<file path="config.mk">
export PLATFORM = sky130hd
export DESIGN_NAME = mips_multicycle_control_flat
export DESIGN_NICKNAME = d
export VERILOG_FILES = /design/src/rtl/mips_multicycle_control_pkg.sv /design/src/rtl/mips_multicycle_control_if.sv /design/src/rtl/mips_multicycle_control_output_decode.sv /design/src/rtl/mips_multicycle_control.sv /design/src/flat_wrapper.sv
export SDC_FILE = /design/constraint.sdc
export NUM_CORES = 1
export LEC_CHECK = 0
export CORE_ASPECT_RATIO = 2
export CORE_MARGIN = 4
export CORE_UTILIZATION = 49
export CTS_BUF_LIST = sky130_fd_sc_hd__clkbuf_2
export DETAILED_ROUTE_END_ITERATION = 6
export PLACE_DENSITY_LB_ADDON = 0.12
export SLEW_MARGIN = 10
export SYNTH_ARGS = -nofsm -noshare
export SYNTH_HDL_FRONTEND = slang
export SYNTH_HIERARCHICAL = 1
export SYNTH_SLANG_ARGS = --single-unit
export TNS_END_PERCENT = 50
</file>
<file path="constraint.sdc">
create_clock -name clk -period 2.58 [get_ports clk]
set_clock_uncertainty 0.15 [all_clocks]
set_input_delay 0.387 -clock clk [delete_from_list [all_inputs] [get_ports clk]]
set_output_delay 0.387 -clock clk [all_outputs]
set_load 0.01 [all_outputs]
</file>
<file path="src/rtl/mips_multicycle_control_pkg.sv">
// Shared definitions for the multi-cycle MIPS main control: state codes,
// opcodes, ALUOp/mux encodings and the decoded control bundle.
package mips_multicycle_control_pkg;

  typedef enum logic [3:0] {
    S_FETCH  = 4'd0,
    S_DECODE = 4'd1,
    S_MEMADR = 4'd2,
    S_MEMRD  = 4'd3,
    S_MEMWB  = 4'd4,
    S_MEMWR  = 4'd5,
    S_EXEC   = 4'd6,
    S_ALUWB  = 4'd7,
    S_BRANCH = 4'd8,
    S_IMMEX  = 4'd9,
    S_IMMWB  = 4'd10,
    S_JUMP   = 4'd11
  } state_t;

  localparam logic [5:0] OP_R    = 6'b000000;
  localparam logic [5:0] OP_LW   = 6'b100011;
  localparam logic [5:0] OP_SW   = 6'b101011;
  localparam logic [5:0] OP_BEQ  = 6'b000100;
  localparam logic [5:0] OP_BNE  = 6'b000101;
  localparam logic [5:0] OP_ADDI = 6'b001000;
  localparam logic [5:0] OP_ANDI = 6'b001100;
  localparam logic [5:0] OP_ORI  = 6'b001101;
  localparam logic [5:0] OP_SLTI = 6'b001010;
  localparam logic [5:0] OP_J    = 6'b000010;

  // ALUOp encodings shared with alu_control_unit
  localparam logic [2:0] ALU_ADD = 3'b000;
  localparam logic [2:0] ALU_SUB = 3'b001;
  localparam logic [2:0] ALU_RTY = 3'b010;
  localparam logic [2:0] ALU_OR  = 3'b011;
  localparam logic [2:0] ALU_AND = 3'b100;
  localparam logic [2:0] ALU_SLT = 3'b101;

  localparam logic [1:0] SRCB_B      = 2'b00;
  localparam logic [1:0] SRCB_FOUR   = 2'b01;
  localparam logic [1:0] SRCB_IMM    = 2'b10;
  localparam logic [1:0] SRCB_IMMSH2 = 2'b11;

  localparam logic [1:0] PCSRC_ALU    = 2'b00;
  localparam logic [1:0] PCSRC_ALUOUT = 2'b01;
  localparam logic [1:0] PCSRC_JUMP   = 2'b10;

  typedef struct packed {
    logic       pc_write;
    logic       pc_write_cond;
    logic       pc_write_cond_ne;
    logic       iord;
    logic       mem_read;
    logic       mem_write;
    logic       ir_write;
    logic       reg_dst;
    logic       mem_to_reg;
    logic       reg_write;
    logic       alu_src_a;
    logic [1:0] alu_src_b;
    logic [2:0] alu_op;
    logic [1:0] pc_source;
    logic       illegal_op;
  } ctrl_t;

  function automatic logic [2:0] imm_alu_op(input logic [5:0] op);
    case (op)
      OP_ANDI: imm_alu_op = ALU_AND;
      OP_ORI:  imm_alu_op = ALU_OR;
      OP_SLTI: imm_alu_op = ALU_SLT;
      default: imm_alu_op = ALU_ADD;
    endcase
  endfunction

endpackage

</file>
<file path="src/rtl/mips_multicycle_control_if.sv">
// Control bundle between the main control FSM and the multi-cycle datapath.
interface mips_multicycle_control_if #(
  parameter int CNT_W = 32
);
  logic [5:0]       opcode;
  logic             mem_ready;
  logic             pc_write;
  logic             pc_write_cond;
  logic             pc_write_cond_ne;
  logic             iord;
  logic             mem_read;
  logic             mem_write;
  logic             ir_write;
  logic             reg_dst;
  logic             mem_to_reg;
  logic             reg_write;
  logic             alu_src_a;
  logic [1:0]       alu_src_b;
  logic [2:0]       alu_op;
  logic [1:0]       pc_source;
  logic             illegal_op;
  logic [3:0]       state;
  logic [CNT_W-1:0] instr_retired;

  modport master (
    input  opcode, mem_ready,
    output pc_write, pc_write_cond, pc_write_cond_ne, iord, mem_read, mem_write,
           ir_write, reg_dst, mem_to_reg, reg_write, alu_src_a, alu_src_b,
           alu_op, pc_source, illegal_op, state, instr_retired
  );

  modport slave (
    output opcode, mem_ready,
    input  pc_write, pc_write_cond, pc_write_cond_ne, iord, mem_read, mem_write,
           ir_write, reg_dst, mem_to_reg, reg_write, alu_src_a, alu_src_b,
           alu_op, pc_source, illegal_op, state, instr_retired
  );
endinterface

</file>
<file path="src/rtl/mips_multicycle_control_output_decode.sv">
// Moore-style output decode of the control FSM; only FETCH PC/IR loads
// look at mem_ready, and DECODE/IMMEX/BRANCH refine by opcode.
module control_output_decode
  import mips_multicycle_control_pkg::*;
(
  input  state_t     state,
  input  logic [5:0] opcode,
  input  logic       mem_ready,
  output ctrl_t      ctrl
);

  always_comb begin
    ctrl = '0;
    case (state)
      S_FETCH: begin
        ctrl.mem_read  = 1'b1;
        ctrl.alu_src_b = SRCB_FOUR;
        ctrl.alu_op    = ALU_ADD;
        ctrl.pc_source = PCSRC_ALU;
        ctrl.pc_write  = mem_ready;
        ctrl.ir_write  = mem_ready;
      end
      S_DECODE: begin
        ctrl.alu_src_b = SRCB_IMMSH2;
        ctrl.alu_op    = ALU_ADD;
        case (opcode)
          OP_R, OP_LW, OP_SW, OP_BEQ, OP_BNE,
          OP_ADDI, OP_ANDI, OP_ORI, OP_SLTI, OP_J: ctrl.illegal_op = 1'b0;
          default:                                ctrl.illegal_op = 1'b1;
        endcase
      end
      S_MEMADR: begin
        ctrl.alu_src_a = 1'b1;
        ctrl.alu_src_b = SRCB_IMM;
        ctrl.alu_op    = ALU_ADD;
      end
      S_MEMRD: begin
        ctrl.mem_read = 1'b1;
        ctrl.iord     = 1'b1;
      end
      S_MEMWB: begin
        ctrl.mem_to_reg = 1'b1;
        ctrl.reg_write  = 1'b1;
      end
      S_MEMWR: begin
        ctrl.mem_write = 1'b1;
        ctrl.iord      = 1'b1;
      end
      S_EXEC: begin
        ctrl.alu_src_a = 1'b1;
        ctrl.alu_src_b = SRCB_B;
        ctrl.alu_op    = ALU_RTY;
      end
      S_ALUWB: begin
        ctrl.reg_dst   = 1'b1;
        ctrl.reg_write = 1'b1;
      end
      S_BRANCH: begin
        ctrl.alu_src_a        = 1'b1;
        ctrl.alu_src_b        = SRCB_B;
        ctrl.alu_op           = ALU_SUB;
        ctrl.pc_source        = PCSRC_ALUOUT;
        ctrl.pc_write_cond    = (opcode == OP_BEQ);
        ctrl.pc_write_cond_ne = (opcode == OP_BNE);
      end
      S_IMMEX: begin
        ctrl.alu_src_a = 1'b1;
        ctrl.alu_src_b = SRCB_IMM;
        ctrl.alu_op    = imm_alu_op(opcode);
      end
      S_IMMWB: begin
        ctrl.reg_write = 1'b1;
      end
      S_JUMP: begin
        ctrl.pc_source = PCSRC_JUMP;
        ctrl.pc_write  = 1'b1;
      end
      default: ctrl = '0;
    endcase
  end

endmodule

</file>
<file path="src/rtl/mips_multicycle_control.sv">
// Main control FSM for the multi-cycle MIPS datapath: state register,
// next-state sequencing, retired-instruction counter and reset gating.
module mips_multicycle_control
  import mips_multicycle_control_pkg::*;
#(
  parameter int CNT_W = 32
) (
  input  logic                      clk,
  input  logic                      reset_n,
  mips_multicycle_control_if.master bus
);

  state_t           state, state_next;
  logic [CNT_W-1:0] retired;
  logic             retire;
  ctrl_t            ctrl;

  control_output_decode u_decode (
    .state     (state),
    .opcode    (bus.opcode),
    .mem_ready (bus.mem_ready),
    .ctrl      (ctrl)
  );

  always_ff @(posedge clk or negedge reset_n) begin
    if (!reset_n) begin
      state   <= S_FETCH;
      retired <= '0;
    end else begin
      state <= state_next;
      if (retire) retired <= retired + CNT_W'(1);
    end
  end

  always_comb begin
    state_next = S_FETCH;
    retire     = 1'b0;
    case (state)
      S_FETCH:  state_next = bus.mem_ready ? S_DECODE : S_FETCH;
      S_DECODE: begin
        case (bus.opcode)
          OP_LW, OP_SW:                      state_next = S_MEMADR;
          OP_R:                              state_next = S_EXEC;
          OP_BEQ, OP_BNE:                    state_next = S_BRANCH;
          OP_ADDI, OP_ANDI, OP_ORI, OP_SLTI: state_next = S_IMMEX;
          OP_J:                              state_next = S_JUMP;
          default:                           state_next = S_FETCH;
        endcase
      end
      S_MEMADR: state_next = (bus.opcode == OP_SW) ? S_MEMWR : S_MEMRD;
      S_MEMRD:  state_next = bus.mem_ready ? S_MEMWB : S_MEMRD;
      S_MEMWR: begin
        state_next = bus.mem_ready ? S_FETCH : S_MEMWR;
        retire     = bus.mem_ready;
      end
      S_EXEC:   state_next = S_ALUWB;
      S_IMMEX:  state_next = S_IMMWB;
      // Last cycle of a completed instruction: count it on the way to FETCH
      S_MEMWB, S_ALUWB, S_BRANCH, S_IMMWB, S_JUMP: begin
        state_next = S_FETCH;
        retire     = 1'b1;
      end
      default:  state_next = S_FETCH;
    endcase
  end

  // State-changing strobes are held off for as long as reset is asserted
  assign bus.pc_write         = ctrl.pc_write & reset_n;
  assign bus.pc_write_cond    = ctrl.pc_write_cond & reset_n;
  assign bus.pc_write_cond_ne = ctrl.pc_write_cond_ne & reset_n;
  assign bus.mem_read         = ctrl.mem_read & reset_n;
  assign bus.mem_write        = ctrl.mem_write & reset_n;
  assign bus.ir_write         = ctrl.ir_write & reset_n;
  assign bus.reg_write        = ctrl.reg_write & reset_n;
  assign bus.iord             = ctrl.iord;
  assign bus.reg_dst          = ctrl.reg_dst;
  assign bus.mem_to_reg       = ctrl.mem_to_reg;
  assign bus.alu_src_a        = ctrl.alu_src_a;
  assign bus.alu_src_b        = ctrl.alu_src_b;
  assign bus.alu_op           = ctrl.alu_op;
  assign bus.pc_source        = ctrl.pc_source;
  assign bus.illegal_op       = ctrl.illegal_op;
  assign bus.state            = state;
  assign bus.instr_retired    = retired;

endmodule

</file>
<file path="src/flat_wrapper.sv">
// flat-port wrapper written by rule: the top's interface ports become plain ports
module mips_multicycle_control_flat import mips_multicycle_control_pkg::*;
#(
  parameter int CNT_W = 32
)
  (clk, reset_n, bus_opcode, bus_mem_ready, bus_pc_write, bus_pc_write_cond, bus_pc_write_cond_ne, bus_iord, bus_mem_read, bus_mem_write, bus_ir_write, bus_reg_dst, bus_mem_to_reg, bus_reg_write, bus_alu_src_a, bus_alu_src_b, bus_alu_op, bus_pc_source, bus_illegal_op, bus_state, bus_instr_retired);
  mips_multicycle_control_if #(.CNT_W(CNT_W)) bus_i ();
  input  logic clk;
  input  logic reset_n;
  input wire logic [$bits(bus_i.opcode)-1:0] bus_opcode;
  input wire logic [$bits(bus_i.mem_ready)-1:0] bus_mem_ready;
  output wire logic [$bits(bus_i.pc_write)-1:0] bus_pc_write;
  output wire logic [$bits(bus_i.pc_write_cond)-1:0] bus_pc_write_cond;
  output wire logic [$bits(bus_i.pc_write_cond_ne)-1:0] bus_pc_write_cond_ne;
  output wire logic [$bits(bus_i.iord)-1:0] bus_iord;
  output wire logic [$bits(bus_i.mem_read)-1:0] bus_mem_read;
  output wire logic [$bits(bus_i.mem_write)-1:0] bus_mem_write;
  output wire logic [$bits(bus_i.ir_write)-1:0] bus_ir_write;
  output wire logic [$bits(bus_i.reg_dst)-1:0] bus_reg_dst;
  output wire logic [$bits(bus_i.mem_to_reg)-1:0] bus_mem_to_reg;
  output wire logic [$bits(bus_i.reg_write)-1:0] bus_reg_write;
  output wire logic [$bits(bus_i.alu_src_a)-1:0] bus_alu_src_a;
  output wire logic [$bits(bus_i.alu_src_b)-1:0] bus_alu_src_b;
  output wire logic [$bits(bus_i.alu_op)-1:0] bus_alu_op;
  output wire logic [$bits(bus_i.pc_source)-1:0] bus_pc_source;
  output wire logic [$bits(bus_i.illegal_op)-1:0] bus_illegal_op;
  output wire logic [$bits(bus_i.state)-1:0] bus_state;
  output wire logic [$bits(bus_i.instr_retired)-1:0] bus_instr_retired;
  assign bus_i.opcode = bus_opcode;
  assign bus_i.mem_ready = bus_mem_ready;
  assign bus_pc_write = bus_i.pc_write;
  assign bus_pc_write_cond = bus_i.pc_write_cond;
  assign bus_pc_write_cond_ne = bus_i.pc_write_cond_ne;
  assign bus_iord = bus_i.iord;
  assign bus_mem_read = bus_i.mem_read;
  assign bus_mem_write = bus_i.mem_write;
  assign bus_ir_write = bus_i.ir_write;
  assign bus_reg_dst = bus_i.reg_dst;
  assign bus_mem_to_reg = bus_i.mem_to_reg;
  assign bus_reg_write = bus_i.reg_write;
  assign bus_alu_src_a = bus_i.alu_src_a;
  assign bus_alu_src_b = bus_i.alu_src_b;
  assign bus_alu_op = bus_i.alu_op;
  assign bus_pc_source = bus_i.pc_source;
  assign bus_illegal_op = bus_i.illegal_op;
  assign bus_state = bus_i.state;
  assign bus_instr_retired = bus_i.instr_retired;
  mips_multicycle_control #(.CNT_W(CNT_W)) u_core (.clk(clk), .reset_n(reset_n), .bus(bus_i));
endmodule
</file>
==> flow_metrics.env, run 1 <==
export IMPL_outcome="finished clean"
export IMPL_drv_cap=0
export IMPL_yosysSeqAreaShare_pct=41.6
export IMPL_cp_end_kind="primary output"
export IMPL_dpl_hpwl_mm=4.14
export IMPL_max_clock_freq_mhz=395
export IMPL_tritoncts="done"
export IMPL_path_cells="buf_4, buf_4, or4_1, a21oi_1, buf_2"
export IMPL_hold_class="primary input to asynchronous set/reset pin"
export IMPL_final_period_utilization_pct=98.1
export IMPL_p_sw_uw=692
export IMPL_antenna_left=0
export IMPL_synth_top_family_by_area="simple AND/OR/NAND/NOR gates"
export IMPL_seq_power_share_pct=34.9
export IMPL_syn_inst=231
export IMPL_synth_simple_gate_area_share_pct=35.2
export IMPL_layout_cells_most_common="clkdlybuf4s50_1"
export IMPL_finalSetupViolCount=0
export IMPL_dp_cells=362
export IMPL_async_flop_share_pct=100
export IMPL_arrival_ns=1.99
export IMPL_worst_path_largest_cell_delay_ns=0.52
export IMPL_yosys_area_share_xor_xnor_pct=12.9
export IMPL_overflow=0
export IMPL_fp_row_count=34
export IMPL_path_common_cell="buf_4"
export IMPL_worst_path_buf_inv=3
export IMPL_yosysUniqueCellTypes=47
export IMPL_crit_slowest_cell="or4_1"
export IMPL_setup_worst_path_class="flip-flop to primary output"
export IMPL_wl_per_cell_um=15.1
export IMPL_hold_viol=0
export IMPL_layout_drive_gt1_share_pct=19.2
export IMPL_clk_pin_slew_ns=0.21
export IMPL_grt_pass1_wl_mm=9.23
export IMPL_combPwrFrac_pct=46.2
export IMPL_core_mm2=0.00430
export IMPL_nFillCells=329
export IMPL_vdd_ir_drop_max_uv=513
export IMPL_slew_headroom_pct=71.0
export IMPL_crit_family="simple AND/OR/NAND/NOR gates"
export IMPL_most_common_layout_cells="clkdlybuf4s50_1, dfrtp_1, buf_4"
export IMPL_reg2regPathDepth=8
export IMPL_reg2reg_to="u_core/bus.instr_retired[23]"
export IMPL_synth_mux_area_share_pct=1.04
export IMPL_stdcell_count=377
export IMPL_fin_crit_ns=2.53
export IMPL_ios=64
export IMPL_synthAdderAreaFrac_pct=0.577
export IMPL_viasPerCell=5.47
export IMPL_clock_latency_ns=0.40
export IMPL_die_area_mm2=0.00562
export IMPL_die_x_um=55.0
export IMPL_report_power_total_uw=1950
export IMPL_first_pass_iters=4
export IMPL_p_per_area_mw_per_mm2=623
export IMPL_track_usage_pct=22.2
export IMPL_drc=0
export IMPL_gp_congestion=0.792
export IMPL_nNetsFinal=332
export IMPL_wirelength_mm=5.69
export IMPL_synthFlopType="dfrtp_1"
export IMPL_path_max_fanout=11
export IMPL_p_int_uw=1250
export IMPL_synth_edf_count=0
export IMPL_finalMaxSlewViolations=0
export IMPL_port_buffers=63
export IMPL_die_h_um=102
export IMPL_clock_sinks=36
export IMPL_drt_iter0_markers=42
export IMPL_syn_nets=241
export IMPL_ctsHtreeMaxLevel=2
export IMPL_start_util_pct=50.4
export IMPL_worst_pin_slew_ns=0.432
export IMPL_p_leak_uw=0.00145
export IMPL_switching_share_pct=35.6
export IMPL_vias=2062
export IMPL_grt_max_degree=21
export IMPL_ys_seq_elements=36
export IMPL_clock_path_buffers=2
export IMPL_syn_area_mm2=0.00217
export IMPL_grt_pass1_vias=2033
export IMPL_grt_antenna_before_repair=0
export IMPL_synth_compound_area_share_pct=5.66
export IMPL_r2r_start="u_core/bus.state[3]"
export IMPL_avgSynthCellArea_um2=9.38
export IMPL_areaGrowthSynthToFinish_pct=44.3
export IMPL_rrSetupSlack_ns=0.08
export IMPL_start_kind="flip-flop"
export IMPL_yosysWarnings=6
export IMPL_pwr_share_clk_pct=18.9
export IMPL_cp_data_required_time_ns=2.04
export IMPL_cts_buffers=5
export IMPL_clock_root_buffer="clkbuf_2"
export IMPL_n_antenna_cell=0
## power by group through the flow
stage / registers, µW / clock network [µW] / logic (µW)
finish: 679 / 367 / 901
global route: 687 / 396 / 985
global placement: 706 / 0 / 835
floorplan: 725 / 0 / 417
detailed placement: 708 / 0 / 843
CTS: 678 / 379 / 881
## worst register-to-register path, delay by kind of cell, from the launching register on
kind,cells,cell delay [ns]
AND/OR/NAND/NOR,3,1.04
XOR/XNOR,1,0.18
buffers and inverters,3,0.50
flip-flops,1,0.46
AO/OA/AOI/OAI,1,0.09
## worst max path at each step
stage	start	endpoint	slack (ns)	cells past startpoint
after global placement	bus_opcode[1]	bus_pc_write_cond_ne	-0.19	6
final	u_core/bus.state[3]	bus_illegal_op	0.05	5
after global routing	u_core/bus.state[1]	bus_alu_op[1]	-0.003	6
after floorplan	u_core/bus.state[3]	u_core/bus.instr_retired[23]	0.36	6
after CTS	u_core/bus.state[3]	bus_mem_to_reg	0.03	5
after detailed placement	bus_opcode[1]	bus_pc_write_cond_ne	-0.25	6
## registers in the layout, summed over array words and instances, names as in the netlist
name	flops
u_core/bus.state	4
u_core/bus.instr_retired	32
## metrics by stage
step / setup slack, ns / setup TNS, ns / hold slack (ns) / cell area, µm² / util, %
detailed placement: -0.254 / -0.852 / 0.0997 / 2960 / 68.8
global route: -0.00276 / -0.00276 / 0.184 / 3130 / 72.8
CTS: 0.0340 / 0 / 0.162 / 3080 / 71.7
global placement: -0.189 / -0.565 / 0.101 / 2960 / 68.8
finish: 0.0482 / 0 / 0.182 / 3130 / 72.8
floorplan: 0.364 / 0 / -0.0586 / 2170 / -
## logic make-up (layout without fill, tap and decap cells)
| family | count (synthesis) | in the layout |
|---|---|---|
| and+or+nand+nor | 128 | 128 |
| xor gates and xnor gates | 32 | 32 |
| adders and majority gates | 1 | 1 |
| AOI/OAI and AO/OA | 22 | 22 |
| muxes | 2 | 2 |
| buffers and inverters | 10 | 102 |
| DFF | 36 | 36 |
## repair_timing
item | in CTS | in global routing
pin swaps | 0 | 2
setup endpoints to repair | 12 | 8
endpoints found under the hold margin | 36 | 0
gates resized for setup | 19 | 11
hold buffers | 1 | 0
buffers inserted | 5 | 1
## cell usage after synthesis, types with 4 or more instances
library cell	instances	share of area [%]
o21ai_0	10	2.3
xnor2_1	16	6.5
inv_1	4	0.69
nor2_1	22	3.8
nand4_1	9	2.6
nor4_1	4	1.2
nor3_1	15	3.5
nand3_1	11	2.5
a21oi_1	6	1.4
dfrtp_1	36	42
xor2_1	16	6.5
and2_1	7	2.0
nand2_1	20	3.5
## routing by layer
metal / track usage (%) / part of all wire, % / up-vias
met5: 0 / 0 / -
met4: 10.9 / 2.8 / 0
met3: 3.21 / 5.6 / 14
met2: 38.6 / 54 / 66
met1: 25.1 / 38 / 989
li1: - / - / 993
## cell type report
cell class	instances	area, µm²	share of cell area (%)
tap	54	67.6	2.16
clock inverter	3	42.5	1.36
multi-input combinational	185	1240	39.7
sequential	36	903	28.9
timing repair buffer	89	830	26.5
inverter	5	18.8	0.600
clock buffer	5	25.0	0.800
Power figures use the tool's default switching activity.
==> run 2, diff against run 1 <==
--- a/config.mk
+++ b/config.mk
@@ -7,13 +7,12 @@
 export LEC_CHECK = 0
 export CORE_ASPECT_RATIO = 2
 export CORE_MARGIN = 4
-export CORE_UTILIZATION = 49
+export CORE_UTILIZATION = 48
 export CTS_BUF_LIST = sky130_fd_sc_hd__clkbuf_2
 export DETAILED_ROUTE_END_ITERATION = 6
 export PLACE_DENSITY_LB_ADDON = 0.12
 export SLEW_MARGIN = 10
 export SYNTH_ARGS = -nofsm -noshare
 export SYNTH_HDL_FRONTEND = slang
-export SYNTH_HIERARCHICAL = 1
 export SYNTH_SLANG_ARGS = --single-unit
 export TNS_END_PERCENT = 50
==> run 2 against run 1 <==
  * Core utilization rose by 1.6 points
  * Register-to-register slack improved by 0.44 ns
  * Clock power fell by 3%
  * Cell count fell by 5.0%
  * Sequential power rose by 1%
  * Hold slack got worse by 0.14 ns
  * Power fell by 2.8%
  * Flip-flop and latch count did not move
  * Highest routed layer unchanged
==> flow_metrics.env, run 2 <==
export IMPL_reg2reg_to="u_core.bus.instr_retired[20]"
export IMPL_ctsHtreeMaxLevel=2
export IMPL_reg2regPathDepth=5
export IMPL_start_kind="flip-flop"
export IMPL_stdcell_count=358
export IMPL_die_h_um=101
export IMPL_worst_pin_slew_ns=0.499
export IMPL_drc=0
export IMPL_cp_data_required_time_ns=2.04
export IMPL_synth_edf_count=0
export IMPL_fin_util_pct=74.4
export IMPL_p_sw_uw=684
export IMPL_wirelength_mm=5.73
export IMPL_max_clock_freq_mhz=400
export IMPL_syn_nets=227
export IMPL_vias=1995
export IMPL_drv_cap=0
export IMPL_seq_power_share_pct=36.3
export IMPL_cts_buffers=5
export IMPL_design_area_mm2=0.00307
export IMPL_fin_crit_ns=2.50
export IMPL_clock_sinks=36
export IMPL_yosysUniqueCellTypes=42
export IMPL_layout_drive_gt1_share_pct=18.0
export IMPL_nFillCells=308
export IMPL_fp_row_count=33
export IMPL_slew_headroom_pct=66.6
export IMPL_crit_slowest_cell="dfrtp_2"
export IMPL_areaGrowthSynthToFinish_pct=47.8
export IMPL_dpl_hpwl_mm=4.34
export IMPL_track_usage_pct=23.0
export IMPL_path_cells="buf_4, inv_1, nand2_1, nor3_1, buf_4, nand3_1, nor2_1, clkdlybuf4s15_1"
export IMPL_arrival_ns=1.96
export IMPL_yosysSeqAreaShare_pct=43.3
export IMPL_clk_pin_slew_ns=0.20
export IMPL_worst_path_largest_cell_delay_ns=0.49
export IMPL_most_common_layout_cells="clkdlybuf4s50_1, dfrtp_1, xnor2_1"
export IMPL_clock_path_buffers=2
export IMPL_tritoncts="done"
export IMPL_rsz0062_at_grt="yes"
export IMPL_n_antenna_cell=0
export IMPL_setup_worst_path_class="flip-flop to primary output"
export IMPL_grt_pass1_wl_mm=9.51
export IMPL_die_area_mm2=0.00551
export IMPL_synth_top_cell_area_share_pct=43.3
export IMPL_overflow=0
export IMPL_pwr_share_clk_pct=18.8
export IMPL_core_mm2=0.00413
export IMPL_outcome="finished clean"
export IMPL_r2r_start="u_core.bus.instr_retired[0]"
export IMPL_clock_root_buffer="clkbuf_2"
export IMPL_synth_commonest_cells="dfrtp_1, xnor2_1, nand3_1, nor2_1, nand4_1"
export IMPL_grt_max_degree=26
export IMPL_final_period_utilization_pct=96.9
export IMPL_cp_end_kind="primary output"
export IMPL_yosysWarnings=0
export IMPL_path_max_fanout=5
export IMPL_avgSynthCellArea_um2=9.58
export IMPL_gp_congestion=0.874
export IMPL_wl_per_cell_um=16.0
export IMPL_synthFlopType="dfrtp_1"
export IMPL_p_int_uw=1210
export IMPL_path_common_cell="buf_4"
export IMPL_p_leak_uw=0.00142
export IMPL_grt_pass1_vias=2078
export IMPL_largest_reg_flops=32
export IMPL_nNetsFinal=315
export IMPL_syn_inst=217
export IMPL_clock_latency_ns=0.39
export IMPL_start_util_pct=50.4
export IMPL_first_pass_iters=4
export IMPL_yosysMostFrequentCell="dfrtp_1"
export IMPL_ys_seq_elements=36
export IMPL_dp_cells=345
export IMPL_antenna_left=0
export IMPL_grt_antenna_before_repair=0
export IMPL_switching_share_pct=36.1
export IMPL_synth_area_leader_cell="dfrtp_1"
export IMPL_p_per_area_mw_per_mm2=616
export IMPL_finalMaxSlewViolations=0
export IMPL_async_flop_share_pct=100
export IMPL_port_buffers=63
export IMPL_fin_hold_ws_ns=0.0381
export IMPL_combPwrFrac_pct=44.9
export IMPL_hold_class="primary input to asynchronous set/reset pin"
export IMPL_die_x_um=54.5
export IMPL_viasPerCell=5.57
export IMPL_hold_viol=0
export IMPL_layout_cells_most_common="clkdlybuf4s50_1"
export IMPL_finalSetupViolCount=0
export IMPL_vdd_ir_drop_max_uv=526
export IMPL_rrSetupSlack_ns=0.52
export IMPL_synth_area_top_cells="dfrtp_1, xnor2_1, nand4_1, nand3_1, nor2_1"
export IMPL_placed_area_mm2=0.00288
export IMPL_ios=64
export IMPL_syn_area_mm2=0.00208
export IMPL_drt_iter0_markers=30
==> run 2: cells by family after synthesis <==
group | synth area share, %
muxes | 1.02
adders and majority gates | 0.602
buffers and inverters | 3.43
xor gates and xnor gates | 13.5
DFF | 43.3
AOI/OAI and AO/OA | 8.61
and+or+nand+nor | 29.5
==> run 2: metal layers <==
layer | vias to the layer above | global-route usage (%) | share of wire, %
met5 | - | 0 | 0
met4 | 0 | 11.1 | 3.1
met3 | 14 | 4.89 | 4.9
met2 | 77 | 41.3 | 57
met1 | 962 | 23.5 | 35
li1 | 942 | - | -
==> run 2: cell type report <==
type / count / area (µm²) / area share [%]
clock buffers: 5 / 25.0 / 0.814
clock inverters: 3 / 42.5 / 1.38
inverters: 4 / 15.0 / 0.489
multi-input cells: 168 / 1180 / 38.4
flip-flops and latches: 36 / 903 / 29.4
well taps: 52 / 65.1 / 2.12
repair buffers: 90 / 843 / 27.4
==> run 2: power groups by stage <==
| stage | Sequential [µW] | Clock [µW] | Combinational [µW] |
|---|---|---|---|
| after floorplan | 706 | 0 | 400 |
| after global placement | 694 | 0 | 783 |
| after detailed placement | 698 | 0 | 789 |
| after CTS | 691 | 360 | 811 |
| after global routing | 698 | 382 | 929 |
| final | 687 | 356 | 850 |
==> run 2: critical path: cells and delay by family (launching register included) <==
family        cells  cell delay (ns)
buf+inv           4             0.66
flops             1             0.49
simple gates      4             0.45
==> run 2: how the worst max path moves through the flow <==
stage,startpoint,to,cells after the start
6_report,u_core.bus.state[2],bus_pc_write_cond_ne,8
3_5_place_dp,bus_opcode[2],bus_pc_write_cond_ne,7
3_3_place_gp,bus_opcode[2],bus_pc_write_cond_ne,7
4_1_cts,u_core.bus.state[3],bus_alu_op[2],4
5_1_grt,u_core.bus.state[2],bus_pc_write_cond_ne,8
2_1_floorplan,bus_opcode[0],bus_illegal_op,4
==> run 2: per-stage QoR <==
| stage | worst slack, ns | TNS, ns | power [µW] |
|---|---|---|---|
| floorplan | 0.456 | 0 | 1110 |
| global placement | -0.233 | -0.759 | 1480 |
| detailed placement | -0.277 | -0.919 | 1490 |
| CTS | -0.116 | -0.210 | 1860 |
| global route | -0.112 | -0.112 | 2010 |
| finish | 0.0809 | 0 | 1890 |
==> run 2: timing repair <==
action,4_1_cts,5_1_grt
setup buffers,1,3
hold buffers,1,0
endpoints found under the setup margin,11,9
cloned,0,0
hold endpoints to repair,11,0
pin swaps,1,0
gates resized for setup,15,23
